--- config.mk ---
export PLATFORM = sky130hd
export DESIGN_NAME = interval_scheduler_flat
export DESIGN_NICKNAME = d
export VERILOG_FILES = /design/src/rtl/interval_scheduler_pkg.sv /design/src/rtl/interval_scheduler_if.sv /design/src/rtl/interval_scheduler_channel_timer.sv /design/src/rtl/interval_scheduler.sv /design/src/flat_wrapper.sv
export SDC_FILE = /design/constraint.sdc
export NUM_CORES = 1
export LEC_CHECK = 0
export CAP_MARGIN = 20
export CELL_PAD_IN_SITES_DETAIL_PLACEMENT = 1
export CELL_PAD_IN_SITES_GLOBAL_PLACEMENT = 1
export CORE_MARGIN = 2
export CORE_UTILIZATION = 46
export CTS_CLUSTER_DIAMETER = 40
export CTS_CLUSTER_SIZE = 14
export DETAILED_ROUTE_END_ITERATION = 8
export PLACE_DENSITY_LB_ADDON = 0.1
export REMOVE_ABC_BUFFERS = 1
export SKIP_CTS_REPAIR_TIMING = 1
export SLEW_MARGIN = 0
export SYNTH_ARGS = -nofsm -noshare
export SYNTH_HDL_FRONTEND = slang
export SYNTH_SLANG_ARGS = --single-unit
--- constraint.sdc ---
create_clock -name clock -period 4.5 [get_ports clock]
set_clock_uncertainty 0.1 [all_clocks]
set_input_delay 0.45 -clock clock [delete_from_list [all_inputs] [get_ports clock]]
set_output_delay 0.45 -clock clock [all_outputs]
set_load 0.1 [all_outputs]
--- src/rtl/interval_scheduler_pkg.sv ---
// Shared constants for the interval scheduler: FSM state codes and time units.
package interval_scheduler_pkg;

    typedef logic [1:0] state_t;

    localparam logic [1:0] ST_IDLE  = 2'd0;
    localparam logic [1:0] ST_GRANT = 2'd1;
    localparam logic [1:0] ST_ON    = 2'd2;
    localparam logic [1:0] ST_GAP   = 2'd3;

    localparam int SEC_PER_MIN = 60;

    function automatic int rr_next(input int ch, input int n);
        return (ch + 1) % n;
    endfunction

endpackage

--- src/rtl/interval_scheduler_if.sv ---
// Configuration, sensor and actuator signals of the interval scheduler.
interface interval_scheduler_if #(
    parameter int N_CH = 4,
    parameter int CH_W = 2
);
    logic              enable;
    logic              cfg_we;
    logic [CH_W-1:0]   cfg_ch;
    logic [15:0]       cfg_interval;
    logic [N_CH-1:0]   full_sensor;
    logic              act_on;
    logic [CH_W-1:0]   act_ch;
    logic [N_CH-1:0]   pending;
    logic [N_CH-1:0]   overrun;

    modport master (
        output enable, cfg_we, cfg_ch, cfg_interval, full_sensor,
        input  act_on, act_ch, pending, overrun
    );

    modport slave (
        input  enable, cfg_we, cfg_ch, cfg_interval, full_sensor,
        output act_on, act_ch, pending, overrun
    );
endinterface

--- src/rtl/interval_scheduler_channel_timer.sv ---
// Per-channel interval timer: seconds counter, programmed interval, due flag, overrun pulse.
module sched_channel_timer #(
    parameter int CNT_W = 21
) (
    input  logic             clock,
    input  logic             reset,
    input  logic             tick,
    input  logic             cfg_load,
    input  logic [CNT_W-1:0] cfg_isec,
    input  logic             full,
    input  logic             grant_clr,
    output logic             pending,
    output logic             overrun
);
    logic [CNT_W-1:0] isec;
    logic [CNT_W-1:0] cnt;
    logic             wrap;

    assign wrap = tick && (isec != '0) && (cnt == isec - CNT_W'(1));

    always_ff @(posedge clock) begin
        if (reset) begin
            isec    <= '0;
            cnt     <= '0;
            pending <= 1'b0;
            overrun <= 1'b0;
        end else begin
            overrun <= 1'b0;
            if (cfg_load) begin
                isec    <= cfg_isec;
                cnt     <= '0;
                pending <= 1'b0;
            end else if (full) begin
                cnt     <= '0;
                pending <= 1'b0;
            end else if (isec == '0) begin
                cnt <= '0;
            end else if (wrap) begin
                // a wrap wins over a same-cycle grant so the new due event is not lost
                cnt     <= '0;
                pending <= 1'b1;
                overrun <= pending;
            end else begin
                if (tick) cnt <= cnt + CNT_W'(1);
                if (grant_clr) pending <= 1'b0;
            end
        end
    end
endmodule

--- src/rtl/interval_scheduler.sv ---
// Shares one actuator between channels: prescaler, per-channel timers, round-robin grant FSM.
//  state | meaning
//  IDLE  | waiting for an eligible due channel
//  GRANT | pick winner, latch act_ch, load on-time
//  ON    | actuator driven for ON_SECONDS ticks
//  GAP   | one break-before-make cycle with actuator off
module interval_scheduler
    import interval_scheduler_pkg::*;
#(
    parameter int N_CH       = 4,
    parameter int CH_W       = 2,
    parameter int CNT_W      = 21,
    parameter int TICK_DIV   = 1,
    parameter int ON_SECONDS = 5
) (
    input  logic                 clock,
    input  logic                 reset,
    interval_scheduler_if.slave  bus
);
    localparam int PRE_W = (TICK_DIV > 1) ? $clog2(TICK_DIV) : 1;
    localparam int ON_W  = $clog2(ON_SECONDS + 1);

    logic [PRE_W-1:0] pre_cnt;
    logic             tick;
    state_t           state;
    logic [ON_W-1:0]  on_cnt;
    logic [CH_W-1:0]  rr_ptr;
    logic [CH_W-1:0]  act_ch;
    logic             act_on;
    logic [CH_W-1:0]  winner;
    logic             found;
    logic [N_CH-1:0]  elig;
    logic [N_CH-1:0]  pend;
    logic [N_CH-1:0]  ovr;
    logic [N_CH-1:0]  grant_clr;
    logic [CNT_W-1:0] cfg_isec;
    logic             cfg_hit_win;
    logic             abort_act;

    always_ff @(posedge clock) begin
        if (reset) begin
            pre_cnt <= PRE_W'(TICK_DIV - 1);
        end else if (bus.enable) begin
            if (pre_cnt == '0) pre_cnt <= PRE_W'(TICK_DIV - 1);
            else               pre_cnt <= pre_cnt - PRE_W'(1);
        end
    end

    assign tick     = bus.enable && (pre_cnt == '0);
    assign cfg_isec = CNT_W'(bus.cfg_interval) * CNT_W'(SEC_PER_MIN);

    for (genvar i = 0; i < N_CH; i++) begin : g_ch
        sched_channel_timer #(.CNT_W(CNT_W)) u_timer (
            .clock     (clock),
            .reset     (reset),
            .tick      (tick),
            .cfg_load  (bus.cfg_we && (int'(bus.cfg_ch) == i)),
            .cfg_isec  (cfg_isec),
            .full      (bus.full_sensor[i]),
            .grant_clr (grant_clr[i]),
            .pending   (pend[i]),
            .overrun   (ovr[i])
        );
    end

    assign elig = pend & ~bus.full_sensor;

    always_comb begin
        found  = 1'b0;
        winner = '0;
        for (int k = 0; k < N_CH; k++) begin
            if (!found && elig[(int'(rr_ptr) + k) % N_CH]) begin
                found  = 1'b1;
                winner = CH_W'((int'(rr_ptr) + k) % N_CH);
            end
        end
    end

    always_comb begin
        grant_clr = '0;
        if (state == ST_GRANT && found) grant_clr[winner] = 1'b1;
    end

    assign cfg_hit_win = bus.cfg_we && (bus.cfg_ch == winner);
    assign abort_act   = bus.full_sensor[act_ch] || (bus.cfg_we && (bus.cfg_ch == act_ch));

    always_ff @(posedge clock) begin
        if (reset) begin
            state  <= ST_IDLE;
            on_cnt <= '0;
            rr_ptr <= '0;
            act_ch <= '0;
            act_on <= 1'b0;
        end else begin
            case (state)
                ST_IDLE: begin
                    if (bus.enable && (|elig)) state <= ST_GRANT;
                end
                ST_GRANT: begin
                    if (!found) begin
                        state <= ST_IDLE;
                    end else begin
                        act_ch <= winner;
                        rr_ptr <= CH_W'(rr_next(int'(winner), N_CH));
                        on_cnt <= ON_W'(ON_SECONDS - 1);
                        if (cfg_hit_win) begin
                            state <= ST_GAP;
                        end else begin
                            state  <= ST_ON;
                            act_on <= 1'b1;
                        end
                    end
                end
                ST_ON: begin
                    // enable only freezes the tick; it never cuts a running grant short
                    if (abort_act || (tick && on_cnt == '0)) begin
                        state  <= ST_GAP;
                        act_on <= 1'b0;
                    end else if (tick) begin
                        on_cnt <= on_cnt - ON_W'(1);
                    end
                end
                default: begin
                    state  <= ST_IDLE;
                    act_on <= 1'b0;
                end
            endcase
        end
    end

    assign bus.act_on  = act_on;
    assign bus.act_ch  = act_ch;
    assign bus.pending = pend;
    assign bus.overrun = ovr;
endmodule

--- src/flat_wrapper.sv ---
// flat-port wrapper written by rule: the top's interface ports become plain ports
module interval_scheduler_flat import interval_scheduler_pkg::*;
#(
    parameter int N_CH       = 4,
    parameter int CH_W       = 2,
    parameter int CNT_W      = 21,
    parameter int TICK_DIV   = 1,
    parameter int ON_SECONDS = 5
)
  (clock, reset, bus_enable, bus_cfg_we, bus_cfg_ch, bus_cfg_interval, bus_full_sensor, bus_act_on, bus_act_ch, bus_pending, bus_overrun);
  interval_scheduler_if #(.N_CH(N_CH), .CH_W(CH_W)) bus_i ();
  input  logic clock;
  input  logic reset;
  input wire logic [$bits(bus_i.enable)-1:0] bus_enable;
  input wire logic [$bits(bus_i.cfg_we)-1:0] bus_cfg_we;
  input wire logic [$bits(bus_i.cfg_ch)-1:0] bus_cfg_ch;
  input wire logic [$bits(bus_i.cfg_interval)-1:0] bus_cfg_interval;
  input wire logic [$bits(bus_i.full_sensor)-1:0] bus_full_sensor;
  output wire logic [$bits(bus_i.act_on)-1:0] bus_act_on;
  output wire logic [$bits(bus_i.act_ch)-1:0] bus_act_ch;
  output wire logic [$bits(bus_i.pending)-1:0] bus_pending;
  output wire logic [$bits(bus_i.overrun)-1:0] bus_overrun;
  assign bus_i.enable = bus_enable;
  assign bus_i.cfg_we = bus_cfg_we;
  assign bus_i.cfg_ch = bus_cfg_ch;
  assign bus_i.cfg_interval = bus_cfg_interval;
  assign bus_i.full_sensor = bus_full_sensor;
  assign bus_act_on = bus_i.act_on;
  assign bus_act_ch = bus_i.act_ch;
  assign bus_pending = bus_i.pending;
  assign bus_overrun = bus_i.overrun;
  interval_scheduler #(.N_CH(N_CH), .CH_W(CH_W), .CNT_W(CNT_W), .TICK_DIV(TICK_DIV), .ON_SECONDS(ON_SECONDS)) u_core (.clock(clock), .reset(reset), .bus(bus_i));
endmodule
==> run metrics, run 1 <==
FF-to-FF setup slack 1.25 ns; Initial Util 47.0%; leak pwr 4.73 nW; Filler Cell Count 3051; DR pass1 iterations 5; first-pass GRT wire length 55000 um; Final WS setup 0.388 ns; Primary FF master, synth dfxtp_1; CTS Root Cell clkbuf_16; final critical-path required period 4.11 ns; TritonCTS clock tree built; DP Worst Slack -0.0648 ns; Initial DRC Count 602; Worst VDD drop 0.000308 V; drt wl/cell 18.6 um; # IOs 37; RSZ-0062 raised after global routing false; syn_area_per_cell 8.16 um2; Total Routed Length 33600 um; Core Region 25300 um2; final core utilization 51.9%; run status completed; crit path kind in2reg; Mapped Cells 1459; delay-heaviest family, CP adder cells; Via Count 10394; largest net degree at the start of global routing 53; initial antenna violation count 0; Worst-Margin Slew 0.992 ns; startpoint types input pin; CP Data Arrival Time 4.36 ns; FP Rows 58; worst path required time 4.75 ns; Fin. Hold Viols 0; antenna cells 0; PortBufs 36; DRC 0; Max Cap Viol 0; CP max stage delay 0.56 ns; vias in the first global route 10433; Post-DRT Antenna Nets 0; sequential area share after synthesis 29.9%; post-DP HPWL 25400 um; Cell variety after synth 82; ratio of cells with drive above 1 in the final layout 7.44%; Die H 165 um; clock sinks 178; Slew HR 33.7%; total gr overflow 0; Max clock buf depth 2; worst hold-check path type reg2reg; part of the cycle the worst path needs 91.4%; GR Util All Layers 25.6%; Inserted Clock Buffers 17; Yosys Warn Count 0; final setup fails 0; Post-synth EDFFs 0; Worst-path clk slew 0.07 ns; CP bufs+invs 4; Post-synth ARST share 0%; CP Capture Type flip-flop; f_max 243 MHz; Slowest cell on crit path clkdlybuf4s50_1; Via density 5.75; Die Area 27200 um2; WHS 0.394 ns; Pwr per Cell Area 405 nW/um2; Nets 1559; H-tree levels 4; P&R area growth vs syn 10.4%; Die X 165 um; Slew Limit Fails 0; FF+latch count, synth 178; clk_lat worst skew 0.44 ns; Placer Congestion 0.822; crit path max fanout 4; Post-Syn Area 11900 um2; crit path cell chain clkdlybuf4s50_1, inv_1, fa_1, fa_1, inv_1, ha_1, a21oi_1, o21ai_0, a2111oi_0, buf_4, nor2_1, nor4b_1, nor3_2, a211oi_1
==> metrics by stage <==
step,cells,power (mW),instance area [um2],setup TNS (ns)
floorplan,1375,3.07,11500,0
global placement,1776,3.74,12500,0
detailed placement,1776,3.79,12500,-0.248
CTS,1808,5.34,13100,0
global route,1808,5.63,13100,0
finish,1808,5.32,13100,0
==> where the power goes <==
part	total, mW	switching, mW	internal, mW
clock	1.53	0.690	0.842
combinational	2.03	1.21	0.824
sequential	1.76	0.123	1.64
total	5.32	2.02	3.31
==> cells in the final DEF (no fill, tap or decap), types with 37 or more instances in the layout <==
cell type	count
xnor2_1	119
dfxtp_1	178
a21oi_1	91
ha_1	39
xor2_1	75
nand2_1	192
inv_1	66
nor3_1	101
nand4_1	37
nor2_1	96
==> cells by family (layout without fill, tap and decap cells) <==
logic type	after synthesis	count (layout)	share of synthesized area, %
simple gates	630	630	27.8
xor+xnor	195	195	14.5
flops	178	178	29.9
buf+inv	150	169	5.42
mux	18	18	1.65
compound gates	220	220	11.8
fa+ha+maj	68	68	8.97
==> layer usage <==
metal | routed length (um) | vias to the layer above | global-route usage [%]
met5 | 0 | - | 0
met4 | 540 | 0 | 6.36
met3 | 929 | 29 | 3.19
met2 | 16100 | 156 | 43.9
met1 | 16000 | 5114 | 34.1
li1 | - | 5095 | -
==> synth_stat cells, types with 27 or more instances <==
master / number / area share [%]
nand2_1: 192 / 6.1
inv_1: 66 / 2.1
a21oi_1: 91 / 3.8
a211oi_1: 27 / 1.7
dfxtp_1: 178 / 30
nor4_1: 29 / 1.5
fa_1: 29 / 4.9
nor3_1: 102 / 4.3
nand3_1: 35 / 1.5
clkbuf_1: 60 / 1.9
xor2_1: 75 / 5.5
ha_1: 39 / 4.1
nor2_1: 96 / 3.0
xnor2_1: 119 / 8.8
nand4_1: 37 / 1.9
==> state kept, by name (all words and copies together) (netlist names) <==
signal and flops:
u_core.rr_ptr 2, u_core.g_ch.u_timer.cnt 84, u_core.on_cnt 3, u_core.g_ch.u_timer.overrun 4
u_core.bus.act_on 1, u_core.bus.act_ch 2, u_core.g_ch.u_timer.pending 4, u_core.state 2
u_core.g_ch.u_timer.isec 76
==> final cells by class <==
cell class              instances  area, um2  area share [%]
multi-input cells            1131       7710            58.7
clock inverters                14        155            1.18
repair buffers                 71        618            4.70
flip-flops and latches        178       3560            27.1
inverters                      66        248            1.88
clock buffers                  18        439            3.34
well taps                     330        413            3.14
==> worst paths after layout <==
path / from / endpoint / cells past startpoint
max reg2reg: u_core.g_ch[3].u_timer.isec[2]$_SDFFE_PP0P_ / u_core.g_ch[3].u_timer.overrun$_SDFF_PP0_ / 9
min reg2reg: u_core.state[0]$_SDFFE_PP0P_ / u_core.state[0]$_SDFFE_PP0P_ / 1
max: bus_cfg_interval[2] / u_core.g_ch[0].u_timer.isec[18]$_SDFFE_PP0P_ / 14
min: u_core.state[0]$_SDFFE_PP0P_ / u_core.state[0]$_SDFFE_PP0P_ / 1
Note: power is estimated with default switching activity, not from simulation.
==> inputs of run 2 (changes only) <==
- ABC_AREA: not set -> 1
- PLACE_DENSITY: not set -> 0.78
- PLACE_DENSITY_LB_ADDON: 0.1 -> not set
==> run 2 against run 1 <==
Net effect:
- synthesized cell count is 24% higher
- final area is 5.4% higher
- clock-buffer cell count is 1 higher
- die area increased by 5.9%
- combinational power fell by 22%
- worst setup slack gained 0.39 ns
- final cell count is 21% higher
- via count increased by 11%
- critical path type unchanged
- largest power group is now registers
==> run metrics, run 2 <==
run status completed; DRC 0; crit path max fanout 4; PortBufs 36; most common cell after layout, fill and taps aside nand2_1; mux contribution to synthesized area 0.317%; Pwr per Cell Area 351 nW/um2; DP Area 13300 um2; total gr overflow 0; Total Routed Length 37900 um; Die H 170 um; most instantiated cells after synthesis nand2_1 (302), inv_1 (287), nor2_1 (219); Max clock buf depth 2; WL met1 17900 um; Via density 5.29; vias in the first global route 11978; Top reg by flops u_core.g_ch.u_timer.cnt; largest net degree at the start of global routing 57; top cell type's share of synthesized area 28.2%; main combinational cell family by area after synthesis simple AND/OR/NAND/NOR gates; TritonCTS clock tree built; RSZ-0062 raised after global routing false; top post-synthesis cells by area dfxtp_1 (28%), nand2_1 (9.0%), inv_1 (8.5%); Core Region 27000 um2; Top Registers u_core.g_ch.u_timer.cnt (84), u_core.g_ch.u_timer.isec (76); # IOs 37; syn_area_per_cell 6.96 um2; met2 WL 17800 um; simple-gate portion of the synthesized area 30.8%; Die X 170 um; xor/xnor share of the synthesized area 12.5%; part of the cycle the worst path needs 82.7%; Cell variety after synth 48; area leader, netlist dfxtp_1; leak pwr 6.27 nW; Post-Syn Area 12600 um2; post-DP HPWL 29800 um; number of flip-flops in the largest register 84; Top Metal Used met4; Nets 1931; Mapped Cells 1814; initial antenna violation count 0; top-count cell post-synth nand2_1; Worst-path clk slew 0.08 ns; crit path kind in2reg; f_max 269 MHz; antenna cells 0; FP Rows 60; Die Area 28800 um2; final critical-path required period 3.72 ns; Max Cap Viol 0; Worst VDD drop 0.000261 V; complex-gate fraction of the synthesized area 8.88%; clock sinks 178; post-synthesis adder-cell area fraction 8.46%; sequential area share after synthesis 28.2%; Initial Util 46.9%; clk_lat worst skew 0.45 ns; Worst-Margin Slew 0.981 ns; worst hold-check path type reg2reg; Primary FF master, synth dfxtp_1; drt wl/cell 17.3 um; final instance area 13900 um2; Inserted Clock Buffers 17; Initial DRC Count 655; Fin. Hold Viols 0; worst path required time 4.74 ns; Post-synth EDFFs 0; DP Worst Slack 0.345 ns; GR Util All Layers 27.4%; Post-DRT Antenna Nets 0; commonest non-fill, non-tap cells in the layout nand2_1 (302), inv_1 (287), nor2_1 (219), dfxtp_1 (178), nand3_1 (138); Via Count 11586; ratio of cells with drive above 1 in the final layout 7.73%; setup TNS 0 ns; Yosys Warn Count 0; Filler Cell Count 3515; startpoint types input pin; first-pass GRT wire length 62400 um; final setup fails 0; Final WS setup 0.777 ns; CP Capture Type flip-flop; Post-synth ARST share 0%; met3 WL post-DR 1300 um; FF+latch count, synth 178; CP Data Arrival Time 3.96 ns; DR pass1 iterations 5; Placer Congestion 0.882; P&R area growth vs syn 9.71%; Slew HR 34.4%; CTS Root Cell clkbuf_16; H-tree levels 4; Slew Limit Fails 0
-- run 2: cell type report --
type                    count  area [um2]  area share [%]
inverters                 293        1100            7.94
flip-flops and latches    178        3560            25.7
multi-input cells        1295        7690            55.5
clock buffers              19         433            3.12
repair buffers             52         480            3.47
well taps                 341         427            3.08
clock inverters            13         163            1.17
-- run 2: stage by stage --
step           utilization, %  hold slack (ns)  cells  power, mW
6_report                 51.4            0.349   2191       4.86
5_1_grt                  51.4            0.364   2191       5.14
4_1_cts                  51.4            0.356   2191       4.88
3_5_place_dp             49.2            0.345   2159       3.29
3_3_place_gp             49.2            0.334   2159       3.24
2_1_floorplan               -            0.330   1766       2.74
-- run 2: power by group --
part | switching, mW | internal, mW | total (mW) | leakage, nW
clock network | 0.737 | 0.842 | 1.58 | 0.289
registers | 0.0735 | 1.62 | 1.69 | 1.44
logic | 1.06 | 0.531 | 1.59 | 4.54
total | 1.87 | 2.99 | 4.86 | 6.27
-- run 2: cell families after synthesis --
| family | count (synthesis) |
|---|---|
| and+or+nand+nor | 847 |
| DFF | 178 |
| buffers and inverters | 341 |
| AOI/OAI and AO/OA | 196 |
| xor gates and xnor gates | 180 |
| muxes | 4 |
| adders and majority gates | 68 |
-- run 2: critical path, cell delays in order --
cell and delay [ns]:
clkdlybuf4s50_1 0.53, inv_1 0.11, fa_1 0.49, fa_1 0.52, inv_1 0.04, ha_1 0.34, nand2_1 0.07, o21ai_0 0.48
a21oi_1 0.22, nand3b_1 0.25, nand3_1 0.19, nand3_1 0.12, o211ai_1 0.10, inv_1 0.06
-- run 2: worst paths after layout --
path | cells after the start | end | slack [ns] | start
hold reg to reg | 2 | u_core.bus.act_on$_SDFFE_PP0P_ | 0.35 | u_core.bus.act_on$_SDFFE_PP0P_
hold / removal | 2 | u_core.bus.act_on$_SDFFE_PP0P_ | 0.35 | u_core.bus.act_on$_SDFFE_PP0P_
setup reg to reg | 13 | u_core.g_ch[2].u_timer.cnt[6]$_SDFFE_PP0P_ | 1.72 | u_core.g_ch[2].u_timer.isec[2]$_SDFFE_PP0P_
setup / recovery | 14 | u_core.g_ch[2].u_timer.isec[19]$_SDFFE_PP0P_ | 0.78 | bus_cfg_interval[2]
-- run 2: layer usage --
layer  vias to the layer above  track usage [%]
li1                       5774                -
met5                         -                0
met2                       185             46.4
met3                        49             3.19
met4                         0             8.73
met1                      5578             36.5
==> inputs of run 3 (changes only) <==
- CORE_UTILIZATION: 46 -> 42
- PLACE_DENSITY: 0.78 -> 0.75
- clock period: 4.5 -> 3.1 ns (I/O delays scaled with it)
==> run 3 against run 2 <==
Net effect:
- sequential share of layout area shrank 1.7 points
- worst setup slack lost 0.70 ns
- final cell count grew 5.2%
- routed wire length grew 5.5%
- register-to-register slack lost 1.4 ns
- clock power grew 52%
- core utilization shrank 1.4 points
- largest cell class unchanged
==> run metrics, run 3 (synthesis results as in run 2) <==
run status completed; sequential cell area 3560 um2; CP bufs+invs 5; Sw Pwr 2.93 mW; worst path required time 3.34 ns; FF-to-FF setup slack 0.36 ns; final setup fails 0; Die X 177 um; Total Routed Length 40000 um; CP Capture Type flip-flop; drt wl/cell 17.4 um; Pint 4.89 mW; Post-DRT Antenna Nets 0; Pwr per Cell Area 526 nW/um2; Max clock buf depth 2; clock sinks 178; Worst-path clk slew 0.07 ns; most common cell after layout, fill and taps aside nand2_1; DP Worst Slack -1.02 ns; ratio of cells with drive above 1 in the final layout 14.4%; Slew Limit Fails 0; crit path max fanout 4; vias in the first global route 12342; Multi-input gate area 8040 um2; CTS Root Cell clkbuf_16; post-DP HPWL 30600 um; Initial DRC Count 586; part of the cycle the worst path needs 97.7%; TritonCTS clock tree built; FP Rows 63; Slew HR 35.2%; setup TNS 0 ns; Max Cap Viol 0; Slowest cell on crit path fa_1; Worst VDD drop 0.000414 V; startpoint types input pin; P&R area growth vs syn 17.5%; Core Region 29600 um2; most frequent cell on the critical path inv_1; Nets 1995; Worst-Margin Slew 0.969 ns; number of flip-flops in the largest register 84; DRC 0; first-pass GRT wire length 63900 um; Sw Ratio 37.4%; initial antenna violation count 0; reg2reg start u_core.g_ch[3].u_timer.isec[2]$_SDFFE_PP0P_; Reg-to-Reg End u_core.g_ch[3].u_timer.cnt[15]$_SDFFE_PP0P_; PortBufs 36; total gr overflow 0; Filler Cell Count 3846; WHS 0.351 ns; antenna cells 0; Via density 5.21; Inserted Clock Buffers 17; crit path cell chain dlymetal6s2s_1, buf_4, fa_1, fa_1, ha_1, inv_1, o21ai_0, a21oi_2, inv_1, a21oi_2, a21o_1, nand3_1, o211ai_1, inv_1; clock share of power 30.7%; Die Area 31500 um2; Via Count 12003; Hold Path Cell Cnt 2; Sequential Power Share 31.5%; total power 7.81 mW; crit path kind in2reg; worst hold-check path type reg2reg; Die H 177 um; f_max 330 MHz; largest net degree at the start of global routing 44; Fin. Hold Viols 0; leak pwr 6.80 nW; commonest non-fill, non-tap cells in the layout nand2_1 (295), inv_1 (277), nor2_1 (216), dfxtp_1 (178), nand3_1 (129); CP max stage delay 0.58 ns; hold path start u_core.bus.act_on$_SDFFE_PP0P_; Initial Util 42.6%; CP Data Arrival Time 3.27 ns; hold endpoint u_core.bus.act_on$_SDFFE_PP0P_; Final WS setup 0.0715 ns; clk_lat worst skew 0.45 ns; delay-heaviest family, CP adder cells; final core utilization 50.1%; Placer Congestion 0.884; Top reg by flops u_core.g_ch.u_timer.cnt; Top Registers u_core.g_ch.u_timer.cnt (84), u_core.g_ch.u_timer.isec (76); final critical-path required period 3.03 ns; DR pass1 iterations 4; worst r2r path cells 12; GR Util All Layers 25.4%; proportion of power drawn by combinational gates 37.7%; H-tree levels 4; # IOs 37
## run 3: changes by cell type in the layout (fill, tap and decap cells not counted), moves of 9 or more
cell             previous run  this run
dlymetal6s2s_1              0        14
inv_2                       3        13
buf_4                      16        82
inv_1                     287       277
a21oi_1                    67        57
nand3_2                     2        11
clkdlybuf4s50_1            36        15
nand3_1                   138       129
## run 3: worst max-delay path by stage
stage,start,end,slack (ns),cells after the start
2_1_floorplan,bus_cfg_interval[5],u_core.g_ch[2].u_timer.isec[18]$_SDFFE_PP0P_,-0.01,14
3_3_place_gp,bus_cfg_interval[3],u_core.g_ch[0].u_timer.isec[11]$_SDFFE_PP0P_,-0.90,13
3_5_place_dp,bus_cfg_interval[1],u_core.g_ch[0].u_timer.isec[11]$_SDFFE_PP0P_,-1.02,13
4_1_cts,bus_cfg_interval[1],u_core.g_ch[0].u_timer.isec[11]$_SDFFE_PP0P_,-0.57,13
5_1_grt,bus_cfg_interval[9],u_core.g_ch[0].u_timer.isec[19]$_SDFFE_PP0P_,-0.11,14
6_report,bus_cfg_interval[9],u_core.g_ch[0].u_timer.isec[19]$_SDFFE_PP0P_,0.07,14
## run 3: final cells by class
cell class,count,area share (%)
sequential,178,24.0
timing repair buffer,116,6.90
inverter,293,7.41
clock buffer,18,2.89
multi-input combinational,1295,54.2
clock inverter,14,1.33
tap,390,3.29
## run 3: power by group through the flow
stage	logic [mW]	registers, mW	clock network, mW
2_1_floorplan	1.51	2.47	0
5_1_grt	3.22	2.47	2.51
4_1_cts	2.51	2.46	2.43
3_3_place_gp	2.41	2.51	0
6_report	2.95	2.46	2.40
3_5_place_dp	2.49	2.51	0
## run 3: layer usage
layer | vias up | GRT usage [%] | routed length [um]
li1 | 5882 | - | -
met1 | 5915 | 33.7 | 18300
met2 | 166 | 44.3 | 20000
met3 | 40 | 2.25 | 1030
met4 | 0 | 6.32 | 637
met5 | - | 0 | 0
## run 3: worst min-delay path, delay by kind of cell (launching register included)
| kind | cells | cell delay (ns) |
|---|---|---|
| flip-flops | 1 | 0.31 |
| AO/OA/AOI/OAI | 1 | 0.05 |
| buffers and inverters | 1 | 0.05 |
## run 3: metrics by stage
stage	area, um2	std cells
2_1_floorplan	12400	1766
3_3_place_gp	13800	2268
5_1_grt	14800	2304
3_5_place_dp	13800	2268
6_report	14800	2304
4_1_cts	14400	2300
